===== src/rtl/wb_stage.sv =====
`default_nettype none
// ============================================================================
// Module      : wb_stage
// Description : EX/WB pipeline register and writeback stage. Holds HI/LO and
//               the GPIO output register, selects WB write data, and feeds
//               the WB result back to EX as an operand bypass.
// Revision    : 1.0 - initial release
// ============================================================================
module wb_stage (
    input  logic        clk,
    input  logic        rst,
    input  logic        stall_EX,
    input  logic [31:0] instruction_EX,
    input  logic        regwrite_EX,
    input  logic [1:0]  regsel_EX,
    input  logic        rdrt_EX,
    input  logic        enhilo_EX,
    input  logic        gpio_out_en_EX,
    input  logic        gpio_in_en_EX,
    input  logic [31:0] lo_EX,
    input  logic [31:0] hi_EX,
    input  logic [31:0] readdata1_EX,
    input  logic [31:0] readdata2_EX,
    input  logic [31:0] gpio_in,
    output logic [31:0] operand_a_EX,
    output logic [31:0] operand_b_EX,
    output logic        regwrite_WB,
    output logic [4:0]  writeaddr_WB,
    output logic [31:0] writedata_WB,
    output logic [31:0] hi_q,
    output logic [31:0] lo_q,
    output logic [31:0] gpio_out
);

    localparam logic [1:0] c_SEL_HI = 2'd1;
    localparam logic [1:0] c_SEL_LO = 2'd2;

    logic [4:0]  w_rs;
    logic [4:0]  w_rt;
    logic [4:0]  w_rd;
    logic [4:0]  w_dest;
    logic        w_unused;
    logic [31:0] w_writedata;

    logic [31:0] r_gpio_sync1;
    logic [31:0] r_gpio_sync2;
    logic        r_regwrite_wb;
    logic [4:0]  r_writeaddr_wb;
    logic [1:0]  r_regsel_wb;
    logic        r_gpio_in_en_wb;
    logic [31:0] r_lo_wb;
    logic [31:0] r_gpio_in_wb;
    logic [31:0] r_hi;
    logic [31:0] r_lo;
    logic [31:0] r_gpio_out;

    assign w_rs     = instruction_EX[25:21];
    assign w_rt     = instruction_EX[20:16];
    assign w_rd     = instruction_EX[15:11];
    assign w_dest   = rdrt_EX ? w_rt : w_rd;
    assign w_unused = &{1'b0, instruction_EX[31:26], instruction_EX[10:0]};

    always_ff @(posedge clk or posedge rst) begin
        if (rst) begin
            r_gpio_sync1    <= 32'd0;
            r_gpio_sync2    <= 32'd0;
            r_regwrite_wb   <= 1'b0;
            r_writeaddr_wb  <= 5'd0;
            r_regsel_wb     <= 2'd0;
            r_gpio_in_en_wb <= 1'b0;
            r_lo_wb         <= 32'd0;
            r_gpio_in_wb    <= 32'd0;
            r_hi            <= 32'd0;
            r_lo            <= 32'd0;
            r_gpio_out      <= 32'd0;
        end else begin
            // gpio_in is asynchronous to clk; two flops before it is used
            r_gpio_sync1 <= gpio_in;
            r_gpio_sync2 <= r_gpio_sync1;
            if (stall_EX) begin
                r_regwrite_wb <= 1'b0;
            end else begin
                r_regwrite_wb   <= regwrite_EX && (w_dest != 5'd0);
                r_writeaddr_wb  <= w_dest;
                r_regsel_wb     <= regsel_EX;
                r_gpio_in_en_wb <= gpio_in_en_EX;
                r_lo_wb         <= lo_EX;
                r_gpio_in_wb    <= r_gpio_sync2;
                if (enhilo_EX) begin
                    r_hi <= hi_EX;
                    r_lo <= lo_EX;
                end
                // raw register read: a producer of rs must not immediately precede
                if (gpio_out_en_EX) begin
                    r_gpio_out <= readdata1_EX;
                end
            end
        end
    end

    always_comb begin
        w_writedata = r_lo_wb;
        if (r_gpio_in_en_wb) begin
            w_writedata = r_gpio_in_wb;
        end else if (r_regsel_wb == c_SEL_HI) begin
            w_writedata = r_hi;
        end else if (r_regsel_wb == c_SEL_LO) begin
            w_writedata = r_lo;
        end
    end

    // r_regwrite_wb is never set for r0, so r0 is never bypassed
    assign operand_a_EX = (r_regwrite_wb && (r_writeaddr_wb == w_rs)) ? w_writedata : readdata1_EX;
    assign operand_b_EX = (r_regwrite_wb && (r_writeaddr_wb == w_rt)) ? w_writedata : readdata2_EX;

    assign regwrite_WB  = r_regwrite_wb;
    assign writeaddr_WB = r_writeaddr_wb;
    assign writedata_WB = w_writedata;
    assign hi_q         = r_hi;
    assign lo_q         = r_lo;
    assign gpio_out     = r_gpio_out;

endmodule
`default_nettype wire


===== config.mk =====
export PLATFORM = sky130hd
export DESIGN_NAME = wb_stage
export DESIGN_NICKNAME = d
export VERILOG_FILES = /design/src/rtl/wb_stage.sv
export SDC_FILE = /design/constraint.sdc
export NUM_CORES = 1
export LEC_CHECK = 0
export ABC_CLOCK_PERIOD_IN_PS = 17550
export BUFFER_PORTS_ARGS = -buffer_cell sky130_fd_sc_hd__buf_2
export CAP_MARGIN = 20
export CORE_AREA = 2 2 153 155
export CTS_BUF_LIST = sky130_fd_sc_hd__clkbuf_4 sky130_fd_sc_hd__clkbuf_8
export DETAILED_ROUTE_END_ITERATION = 7
export DIE_AREA = 0 0 155 157
export PLACE_DENSITY = 0.77
export SLEW_MARGIN = 40
export SYNTH_ARGS = -nofsm -noshare
export SYNTH_HDL_FRONTEND = slang
export SYNTH_SLANG_ARGS = --single-unit

===== constraint.sdc =====
create_clock -name clk -period 17.55 [get_ports clk]
set_input_delay 0.8775 -clock clk [delete_from_list [all_inputs] [get_ports clk]]
set_output_delay 0.8775 -clock clk [all_outputs]
set_load 0.005 [all_outputs]

# After elaboration in Yosys (flattened, before gate mapping)
# Cells that the tools add are included.
[word_totals]
register_bits = 233
out_inout_bits = 198
wordCells = 29
[classes]
eq_ne = 4
muxes = 7
n_bitwise = 1
n_reduce_logical = 6
[ops]
columns = ["cell", "n"]
rows = [
  ["$mux W32", 5],
  ["$eq A5 B5 Y1", 2],
  ["$mux W5", 1],
  ["$reduce_bool A5 Y1", 1],
  ["$reduce_and A2 Y1", 2],
  ["$logic_and A1 B1 Y1", 3],
  ["$eq A2 B1 Y1 const B", 1],
  ["$eq A2 B2 Y1 const B", 1],
  ["$mux W1", 1],
  ["$not A1 Y1", 1],
]

# Depth between registers and ports, before layout
# Gate-level depths: netlist (run 1).
[depth]
depth_word = 5
ltp_mapped = 6
mapped_depth_nobuf = 4

# Worst setup path after synthesis (run 1)
# OpenSTA, ideal clock, no wires.
[synth_path]
path_type = "input-to-output"
start = "input instruction_EX[24]"
end = "output operand_a_EX[10]"
arrival_ps = 1995
required_ps = 16672
path_slack_ps = 14678
cell_stages = 6
cell_sequence = "xor2_1 nor4_1 and3_1 buf_6 buf_12 mux2_4"
[synth_between]
elab_chain_len = 3
[synth_rtl]
columns = ["element", "line", "text"]
rows = [
  ["from (decl)", "13", "input logic [31:0] instruction_EX,"],
  ["$eq A5 B5 Y1", "113", "assign operand_a_EX = (r_regwrite_wb && (r_writeaddr_wb == w_rs)) ? w_writedata : readdata1_EX;"],
  ["$logic_and A1 B1 Y1", "113", ""],
  ["$mux W32", "113", ""],
  ["to (decl)", "25", "output logic [31:0] operand_a_EX,"],
]
# Every way passes these cells.

# Worst setup path after layout (run 1)
[layout_path]
start = "input instruction_EX[19]"
end = "output operand_b_EX[17]"
[layout_between]
elab_chain_len = 3
[layout_rtl]
columns = ["element", "line", "text"]
rows = [
  ["$eq A5 B5 Y1", "114", "assign operand_b_EX = (r_regwrite_wb && (r_writeaddr_wb == w_rt)) ? w_writedata : readdata2_EX;"],
  ["$logic_and A1 B1 Y1", "114", ""],
  ["$mux W32", "114", ""],
  ["to (decl)", "26", "output logic [31:0] operand_b_EX,"],
]
# Every way passes these cells.

==> results_dict.tcl, run 1 <==
set metrics [dict create \
    final_max_slew_viol_count 0 \
    fin_skew_ns 0.0120 \
    avgSynthCellArea_sq_um 15.1 \
    layout_common_cells "381 x buf_2, 232 x dfrtp_1, 147 x mux2_1" \
    antenna_found_initial 3 \
    ys_types 35 \
    clk_latency_ns 0.52 \
    synth_seq_cells 233 \
    worstSetupPathType "input pin to output port" \
    rsz0062_at_grt "no" \
    dieWidth_microns 155 \
    num_vias 7134 \
    grtUsageTotal_pct 21.1 \
    total_power_mw 1.38 \
    syn-num-nets 886 \
    cts_resized 0 \
    drt_iter0_drc 256 \
    die_y_microns 157 \
    grt_max_degree 93 \
    initial_core_util_pct 45.9 \
    final_cells 1384 \
    synth_cells 684 \
    port_buffers 382 \
    critPathRequiredTime_ns 16.67 \
    core-area_sq_um 22500 \
    peakVddDrop_mv 0.0630 \
    cts_tree "done" \
    fin_util_pct 58.8 \
    start_kind "input pin" \
    drc_errors 0 \
    grt_pass1_vias 7221 \
    grt_first_pass_wirelength_mm 39.6 \
    async_flop_share_pct 100 \
    cts_inserted_buffers 41 \
    post_drt_via_cell_ratio 5.15 \
    crit_arrival_ns 3.06 \
    slew_headroom_pct 44.0 \
    fin_crit_sh_pct 22.5 \
    ctsHoldBuffers 0 \
    routedWlPerCell_microns 19.2 \
    worstMarginPinSlew_ns 0.840 \
    layout-drive-gt1-share_pct 54.8 \
    finalSetupViolCount 0 \
    maxCapViolCount 0 \
    cts_sinks 233 \
    hold_path_class "register to register" \
    gp_congestion 0.805 \
    htreeDepth 2 \
    tns_ns 0 \
    die_area_sq_um 24300 \
    synth_top_flop_cell "dfrtp_1" \
    p_per_area_nw_per_um2 104 \
    hpwl_mm 18.5 \
    max_freq_ghz 0.254 \
    end_kind "output port" \
    synth.cell_area_sq_um 10300 \
    num_rows 55 \
    drt-total-wl_mm 26.6 \
    finalHoldViolations 0 \
    fin_nets 1270 \
    outcome "completed" \
    io_pins 400 \
    synth_warnings 0 \
    syn_to_final_growth_pct 27.9 \
    synth_edf_count 0 \
    postRouteAntennaNets 0 \
    crit_fanout 20 \
    drtPass1Iterations 5 \
    grt-ovfl-total 0 \
    period_needed_ns 3.94 \
    cts_buffer_depth 3 \
    ys_seq_area_share_pct 56.4 \
    final_common_cell "buf_2" \
    post_cts_buffers 0 \
    placedCellCount 1309 \
    p_leak_nw 6.26 \
    path_clk_slew_ns 0.06 \
    timing.hold.ws_ns 0.346 \
    cts_root_buf "clkbuf_8" \
]
## layout make-up
type	instances	area, sq um
fillers	1844	9280
flip-flops and latches	233	5830
multi-input cells	397	4160
repair buffers	391	2020
clock buffers	64	781
well taps	285	357
clock inverters	7	40.0
inverters	4	22.5
diodes	3	7.51
## through the flow
step	worst slack (ns)	instance area, sq um
2_1_floorplan	10.28	10300
3_5_place_dp	13.60	12400
4_1_cts	13.57	13200
3_3_place_gp	13.65	12300
6_report	13.61	13200
5_1_grt	13.54	13200
## layer usage
metal  global-route usage (%)  vias up  wire length (microns)
met1                     25.7     3549                  10900
met5                        0        -                      0
li1                         -     3236                      -
met2                     36.4      298                  13200
met3                     4.82       51                   1650
met4                     8.77        0                    878
## cell families (layout without fill, tap and decap cells)
logic type      after synthesis  after routing  synth area share [%]
mux                         233            233                  27.4
flops                       233            233                  56.4
compound gates              100            100                  8.45
buf+inv                      54            466                  3.70
simple gates                 53             53                  3.07
xor+xnor                     11             11                  1.00
other cells                   0              3                     0
## worst max-delay path: stages
cell and delay (ns):
buf_2 0.12, xor2_1 0.14, nor4_1 0.29, and3_2 0.60
buf_4 0.50, mux2_4 0.34, buf_2 0.14
## final timing paths
path	to	slack, ns	cells past startpoint	start
worst max-delay path	operand_b_EX[17]	13.61	7	instruction_EX[19]
worst min-delay path	r_gpio_sync2[5]	0.35	0	r_gpio_sync1[5]
worst max register to register	r_gpio_in_en_wb	15.70	2	r_gpio_in_en_wb
worst min register to register	r_gpio_sync2[5]	0.35	0	r_gpio_sync1[5]
max in group asynchronous	r_gpio_in_en_wb	16.02	4	rst
min in group asynchronous	r_gpio_sync1[1]	0.45	2	rst
## cell usage after synthesis, drive strengths merged, types with 2 or more instances
cell	number	share of area, %
o21ai	7	0.34
and3	2	0.12
xnor2	3	0.33
nor2b	33	2.0
a21oi	30	2.5
mux2i	8	0.77
nand2b	2	0.12
xor2	8	0.68
nor3	2	0.097
nand2	6	0.22
clkbuf	5	0.18
inv	4	0.15
buf	45	3.4
nor4	2	0.12
mux2	225	27
dfrtp	233	56
o22ai	30	3.1
a22oi	32	2.4
## report_power, final
part | total, mW | internal [mW] | leakage [nW] | switching, mW
Clock | 0.493 | 0.282 | 0.439 | 0.211
Sequential | 0.635 | 0.595 | 2.73 | 0.0403
Combinational | 0.253 | 0.126 | 3.09 | 0.127
Total | 1.38 | 1.00 | 6.26 | 0.378
## sequential cells by signal (all words and copies together), names as in the netlist, 2 cells and up
register	count
lo_q	32
writeaddr_WB	5
gpio_out	32
r_gpio_in_wb	32
r_lo_wb	32
r_regsel_wb	2
r_gpio_sync1	32
r_gpio_sync2	32
hi_q	32
Note: power is estimated with default switching activity, not from simulation.
==> inputs of run 2 (changes only) <==
==> config.mk (replaced) <==
export PLATFORM = sky130hd
export DESIGN_NAME = wb_stage
export DESIGN_NICKNAME = d
export VERILOG_FILES = /design/src/rtl/wb_stage.sv
export SDC_FILE = /design/constraint.sdc
export NUM_CORES = 1
export LEC_CHECK = 0
export ABC_AREA = 1
export ABC_CLOCK_PERIOD_IN_PS = 3200
export BUFFER_PORTS_ARGS = -buffer_cell sky130_fd_sc_hd__buf_2
export CAP_MARGIN = 20
export CORE_UTILIZATION = 46
export CTS_BUF_LIST = sky130_fd_sc_hd__clkbuf_4 sky130_fd_sc_hd__clkbuf_8
export DETAILED_ROUTE_END_ITERATION = 7
export PLACE_DENSITY = 0.8
export SLEW_MARGIN = 40
export SYNTH_ARGS = -nofsm -noshare
export SYNTH_HDL_FRONTEND = slang
export SYNTH_SLANG_ARGS = --single-unit
==> constraint.sdc (replaced) <==
create_clock -name clk -period 3.2 [get_ports clk]
set_input_delay 0.16 -clock clk [delete_from_list [all_inputs] [get_ports clk]]
set_output_delay 0.16 -clock clk [all_outputs]
set_load 0.005 [all_outputs]
==> results_dict.tcl, run 2 <==
set metrics [dict create \
    r2r-end "r_gpio_in_en_wb" \
    final_cells 2113 \
    final_common_cell "nand2_1" \
    r2r_start "r_gpio_in_en_wb" \
    synth_warnings 0 \
    htreeDepth 2 \
    hold_path_class "input pin to register" \
    dr_wl_met2_mm 18.3 \
    ys_types 23 \
    num_rows 55 \
    drtPass1Iterations 5 \
    grtUsageTotal_pct 30.3 \
    hpwl_mm 23.1 \
    dr_wl_met3_mm 2.55 \
    max_freq_ghz 0.351 \
    io_pins 400 \
    rrSetupSlack_ns 2.14 \
    tns_ns 0 \
    grt-ovfl-total 0 \
    dieWidth_microns 154 \
    internal_power_mw 5.65 \
    p_per_area_nw_per_um2 534 \
    power_switching_mw 2.34 \
    clk_latency_ns 0.53 \
    critPathRequiredTime_ns 3.04 \
    cts_sinks 233 \
    cts_root_buf "clkbuf_8" \
    worstSetupPathType "register to output port" \
    hold_path_depth 3 \
    synth_seq_cells 233 \
    hold_end "writeaddr_WB[4]" \
    synth_top_flop_cell "dfrtp_1" \
    layout_common_cells "535 x nand2_1, 381 x buf_2, 232 x dfrtp_1" \
    netlist_top_cells_area "dfrtp_1 55%, nand2_1 19%, nand3_1 4.6%" \
    start_kind "register" \
    yosysMostFrequentCell "nand2_1" \
    yosys.area.top_type "dfrtp_1" \
    drc_errors 0 \
    cts_tree "done" \
    finalHoldViolations 0 \
    port_buffers 382 \
    post_drt_via_cell_ratio 5.14 \
    pwr-share-clk_pct 37.3 \
    num_vias 10863 \
    ys_seq_area_share_pct 54.7 \
    layout-drive-gt1-share_pct 30.6 \
    crit_fanout 34 \
    peakVddDrop_mv 0.395 \
    antenna_found_initial 4 \
    synth_cells 1291 \
    fillCellCount 1730 \
    syn-num-nets 1493 \
    grt_first_pass_wirelength_mm 55.5 \
    routedWlPerCell_microns 17.2 \
    fin_nets 2000 \
    fin_skew_ns 0.0203 \
    crit_arrival_ns 2.69 \
    synth_edf_count 0 \
    path_clk_slew_ns 0.06 \
    slew_headroom_pct 44.0 \
    rr_worst_depth 2 \
    cts_inserted_buffers 41 \
    drt_iter0_drc 779 \
    postRouteAntennaNets 0 \
    async_flop_share_pct 100 \
    timing.hold.ws_ns 0.0560 \
    die_area_sq_um 23800 \
    p_leak_nw 8.27 \
    finalSetupViolCount 0 \
    post_cts_buffers 0 \
    placedCellCount 1902 \
    grt_max_degree 61 \
    p_sw_share_pct 29.3 \
    worstMarginPinSlew_ns 0.840 \
    period_needed_ns 2.85 \
    syn_to_final_growth_pct 40.5 \
    drt-total-wl_mm 36.3 \
    fin_crit_sh_pct 89.0 \
    total_power_mw 7.99 \
    core-area_sq_um 22700 \
    cts_buffer_depth 3 \
    synth.cell_area_sq_um 10700 \
    initial_core_util_pct 46.9 \
    die_y_microns 154 \
    top_layer_used "met5" \
    final_max_slew_viol_count 0 \
    outcome "completed" \
    gp_congestion 0.875 \
    netlist_top_cells_count "536 x nand2_1, 233 x dfrtp_1, 111 x inv_1, 98 x nand3_1, 55 x o21ai_0" \
    seq_power_share_pct 42.7 \
    maxCapViolCount 0 \
    rsz0062_at_grt "no" \
    end_kind "output port" \
    grt_pass1_vias 10965 \
    synth_top_area_share_pct 54.7 \
    avgSynthCellArea_sq_um 8.25 \
    m1WireLength_mm 13.5 \
    combPwrFrac_pct 20.1 \
    fin_util_pct 65.9 \
    hp-start "instruction_EX[15]" \
]
-- run 2: cell count changes after synthesis, moves of 41 or more --
cell	before	now
nand2_1	6	536
o21ai_0	0	55
mux2_4	58	0
nor2_1	1	42
mux2_1	147	1
inv_1	4	111
nand3_1	1	98
-- run 2: stage by stage --
step / worst slack [ns] / instance area (sq um)
2_1_floorplan: -0.00992 / 10700
3_3_place_gp: 0.999 / 12600
3_5_place_dp: 0.933 / 12700
4_1_cts: 0.359 / 14900
5_1_grt: 0.176 / 15000
6_report: 0.351 / 15000
-- run 2: layout make-up --
cell class                 count  area [sq um]  area share [%]
sequential                   233          5830            39.0
clock inverter                 8          77.6           0.518
clock buffer                  64           831            5.55
multi-input combinational    864          3900            26.1
inverter                     121           463            3.09
timing repair buffer         537          3500            23.4
tap                          285           357            2.38
antenna                        1          2.50          0.0167
-- run 2: worst max path at each step --
stage	start	endpoint	slack, ns
2_1_floorplan	rst	gpio_out[0]	-0.01
3_3_place_gp	r_regsel_wb[0]	operand_b_EX[29]	1.0
3_5_place_dp	r_regsel_wb[0]	operand_b_EX[31]	0.93
4_1_cts	r_regsel_wb[0]	operand_b_EX[31]	0.36
5_1_grt	r_regsel_wb[0]	operand_b_EX[31]	0.18
6_report	r_regsel_wb[0]	operand_a_EX[27]	0.35
-- run 2: per-layer routing --
| layer | GRT usage [%] | vias to the layer above |
|---|---|---|
| li1 | - | 5011 |
| met1 | 34.0 | 5114 |
| met3 | 5.69 | 150 |
| met5 | 0 | - |
| met2 | 53.5 | 582 |
| met4 | 18.2 | 6 |
-- run 2: power groups by stage --
stage               logic [mW]  clock network, mW  registers (mW)
floorplan                0.762                  0            3.44
global placement          1.39                  0            3.44
detailed placement        1.43                  0            3.45
CTS                       1.57               3.03            3.40
global route              1.76               3.14            3.44
finish                    1.60               2.98            3.41
-- run 2: cells by family (layout without fill, tap and decap cells) --
| kind of cell | after synthesis | count (layout) | synth area share (%) |
|---|---|---|---|
| flip-flops | 233 | 233 | 54.7 |
| AND/OR/NAND/NOR | 717 | 717 | 27.7 |
| other | 0 | 1 | 0 |
| AO/OA/AOI/OAI | 115 | 115 | 5.44 |
| multiplexers | 32 | 32 | 3.38 |
| buffers and inverters | 194 | 730 | 8.75 |
-- run 2: repair_timing --
item                      CTS  global route
resized for setup           0             0
hold buffers              137             0
hold endpoints to repair  230             0
-- run 2: critical path, stage by stage, from the launching register on --
cell and delay [ns]:
dfrtp_1 0.42, inv_4 0.31, nand2_2 0.50, nand2_1 0.17, nand3_1 0.08, nand2_1 0.10
nand2_1 0.16, nand2_1 0.14, nand2_1 0.10, buf_2 0.14
==> inputs of run 3 (changes only) <==
==> constraint.sdc (replaced) <==
create_clock -name clk -period 3.2 [get_ports clk]
set_input_delay 0.48 -clock clk [delete_from_list [all_inputs] [get_ports clk]]
set_output_delay 0.48 -clock clk [all_outputs]
set_load 0.005 [all_outputs]
==> results_dict.tcl, run 3 (synthesis gave the netlist of run 2 again) <==
set metrics [dict create \
    max_freq_ghz 0.327 \
    core-area_sq_um 22700 \
    critPathRequiredTime_ns 2.72 \
    layout_setup_ws_ns 0.141 \
    grt-ovfl-total 0 \
    antenna_found_initial 6 \
    critPathCapture "operand_a_EX[27]" \
    end_kind "output port" \
    finalHoldViolations 0 \
    die_area_sq_um 23800 \
    start_kind "register" \
    p_sw_share_pct 29.2 \
    cts_inserted_buffers 40 \
    placedCellCount 1900 \
    post_drt_via_cell_ratio 5.02 \
    seq_power_share_pct 44.5 \
    post_cts_buffers 0 \
    drt_iter0_drc 693 \
    crit_path_start "r_regsel_wb[1]" \
    worstMarginPinSlew_ns 0.754 \
    final_common_cell "nand2_1" \
    drtPass1Iterations 5 \
    grt_first_pass_wirelength_mm 48.8 \
    r2r_start "r_gpio_in_en_wb" \
    crit_fanout 34 \
    final_max_slew_viol_count 0 \
    combPwrFrac_pct 18.6 \
    p_leak_nw 7.66 \
    path_clk_slew_ns 0.06 \
    power_switching_mw 2.23 \
    place_ws_ns 0.594 \
    num_rows 55 \
    routedWlPerCell_microns 16.0 \
    rrSetupSlack_ns 1.74 \
    fillCellCount 2030 \
    worstPathCellList "inv_4 -> nand2_2 -> nand3_1 -> nand2_1 -> nand2_1 -> nand2_1 -> nand2_1 -> buf_2" \
    initial_core_util_pct 46.9 \
    p_per_area_nw_per_um2 566 \
    grt_max_degree 104 \
    tns_ns 0 \
    drt-total-wl_mm 31.6 \
    worstSetupPathType "register to output port" \
    gp_congestion 0.878 \
    multi_input_area_sq_um 3920 \
    seq_area_sq_um 5830 \
    grtUsageTotal_pct 26.5 \
    layout-drive-gt1-share_pct 32.9 \
    period_needed_ns 3.06 \
    crit_arrival_ns 2.58 \
    grt_pass1_vias 9507 \
    peakVddDrop_mv 0.387 \
    r2r-end "r_gpio_in_en_wb" \
    fin_skew_ns 0.00686 \
    rr_worst_depth 3 \
    pwr-share-clk_pct 36.9 \
    io_pins 400 \
    syn_to_final_growth_pct 26.8 \
    hold_path_class "input pin to register" \
    cts_sinks 233 \
    finalSetupViolCount 0 \
    maxCapViolCount 0 \
    cts_buffer_depth 3 \
    fin_crit_sh_pct 95.6 \
    critPathMaxStageDelay_ns 0.49 \
    rsz0062_at_grt "no" \
    die_y_microns 154 \
    outcome "completed" \
    final_cells 1976 \
    postRouteAntennaNets 0 \
    layout_common_cells "535 x nand2_1, 381 x buf_2, 232 x dfrtp_1" \
    slowest_stage "nand2_2" \
    fin_nets 1860 \
    hpwl_mm 22.6 \
    crit_top_cell "nand2_1" \
    port_buffers 382 \
    num_vias 9918 \
    cts_root_buf "clkbuf_8" \
    htreeDepth 2 \
    slew_headroom_pct 49.7 \
    internal_power_mw 5.41 \
    cts_tree "done" \
    clk_latency_ns 0.52 \
    dieWidth_microns 154 \
    drc_errors 0 \
]
==> run 3: cell count changes in the layout (fill, tap and decap cells not counted), sizes merged <==
cell         previous run  this run
inv                   122       121
clkinv                  4         5
clkinvlp                2         3
bufinv                  1         0
clkbuf                 64        65
diode                   1         2
buf                   400       397
dlygate4sd3           137         1
==> run 3: critical path: cells and delay by family (launching register included) <==
family                 cells  cell delay (ns)
buffers and inverters      2             0.41
flip-flops                 1             0.42
AND/OR/NAND/NOR            6             1.20
==> run 3: power groups by stage <==
stage	sequential [mW]	clock, mW	combinational, mW
finish	3.40	2.82	1.42
global route	3.43	3.02	1.58
CTS	3.40	2.89	1.43
detailed placement	3.45	0	1.42
global placement	3.43	0	1.39
floorplan	3.44	0	0.762
==> run 3: area by class of cell <==
cell class              count  area share (%)
flip-flops and latches    233            43.2
multi-input cells         864            29.0
repair buffers            398            15.4
clock buffers              65            6.02
inverters                 121            3.43
well taps                 285            2.64
clock inverters             8           0.361
diodes                      2          0.0370
==> run 3: how the worst min path moves through the flow <==
stage / start / to / depth (start not counted)
after floorplan: r_gpio_sync1[0] / r_gpio_sync2[0] / 0
after global placement: r_gpio_sync1[0] / r_gpio_sync2[0] / 0
after detailed placement: r_gpio_sync1[20] / r_gpio_sync2[20] / 0
after CTS: gpio_in[1] / r_gpio_sync1[1] / 1
after global routing: gpio_in[27] / r_gpio_sync1[27] / 1
final: gpio_in[27] / r_gpio_sync1[27] / 1
==> run 3: per-stage QoR <==
stage	area, sq um	total power [mW]	hold WS [ns]	util, %
2_1_floorplan	10700	4.20	0.331	-
3_3_place_gp	12600	4.83	0.333	55.5
3_5_place_dp	12600	4.87	0.335	55.5
4_1_cts	13500	7.72	0.0136	59.4
5_1_grt	13500	8.03	0.0204	59.5
6_report	13500	7.64	0.0550	59.5
==> run 3: timing repair <==
item | in CTS | in global routing
gates resized for setup | 0 | 2
hold endpoints to repair | 8 | 0
endpoints found under the setup margin | 0 | 37
hold buffers | 1 | 0
==> run 3: metal layers <==
metal / track usage (%) / share of wire (%)
met5: 0 / 0.16
met4: 12.1 / 3.8
met3: 5.88 / 7.4
met2: 45.7 / 49
met1: 31.7 / 40
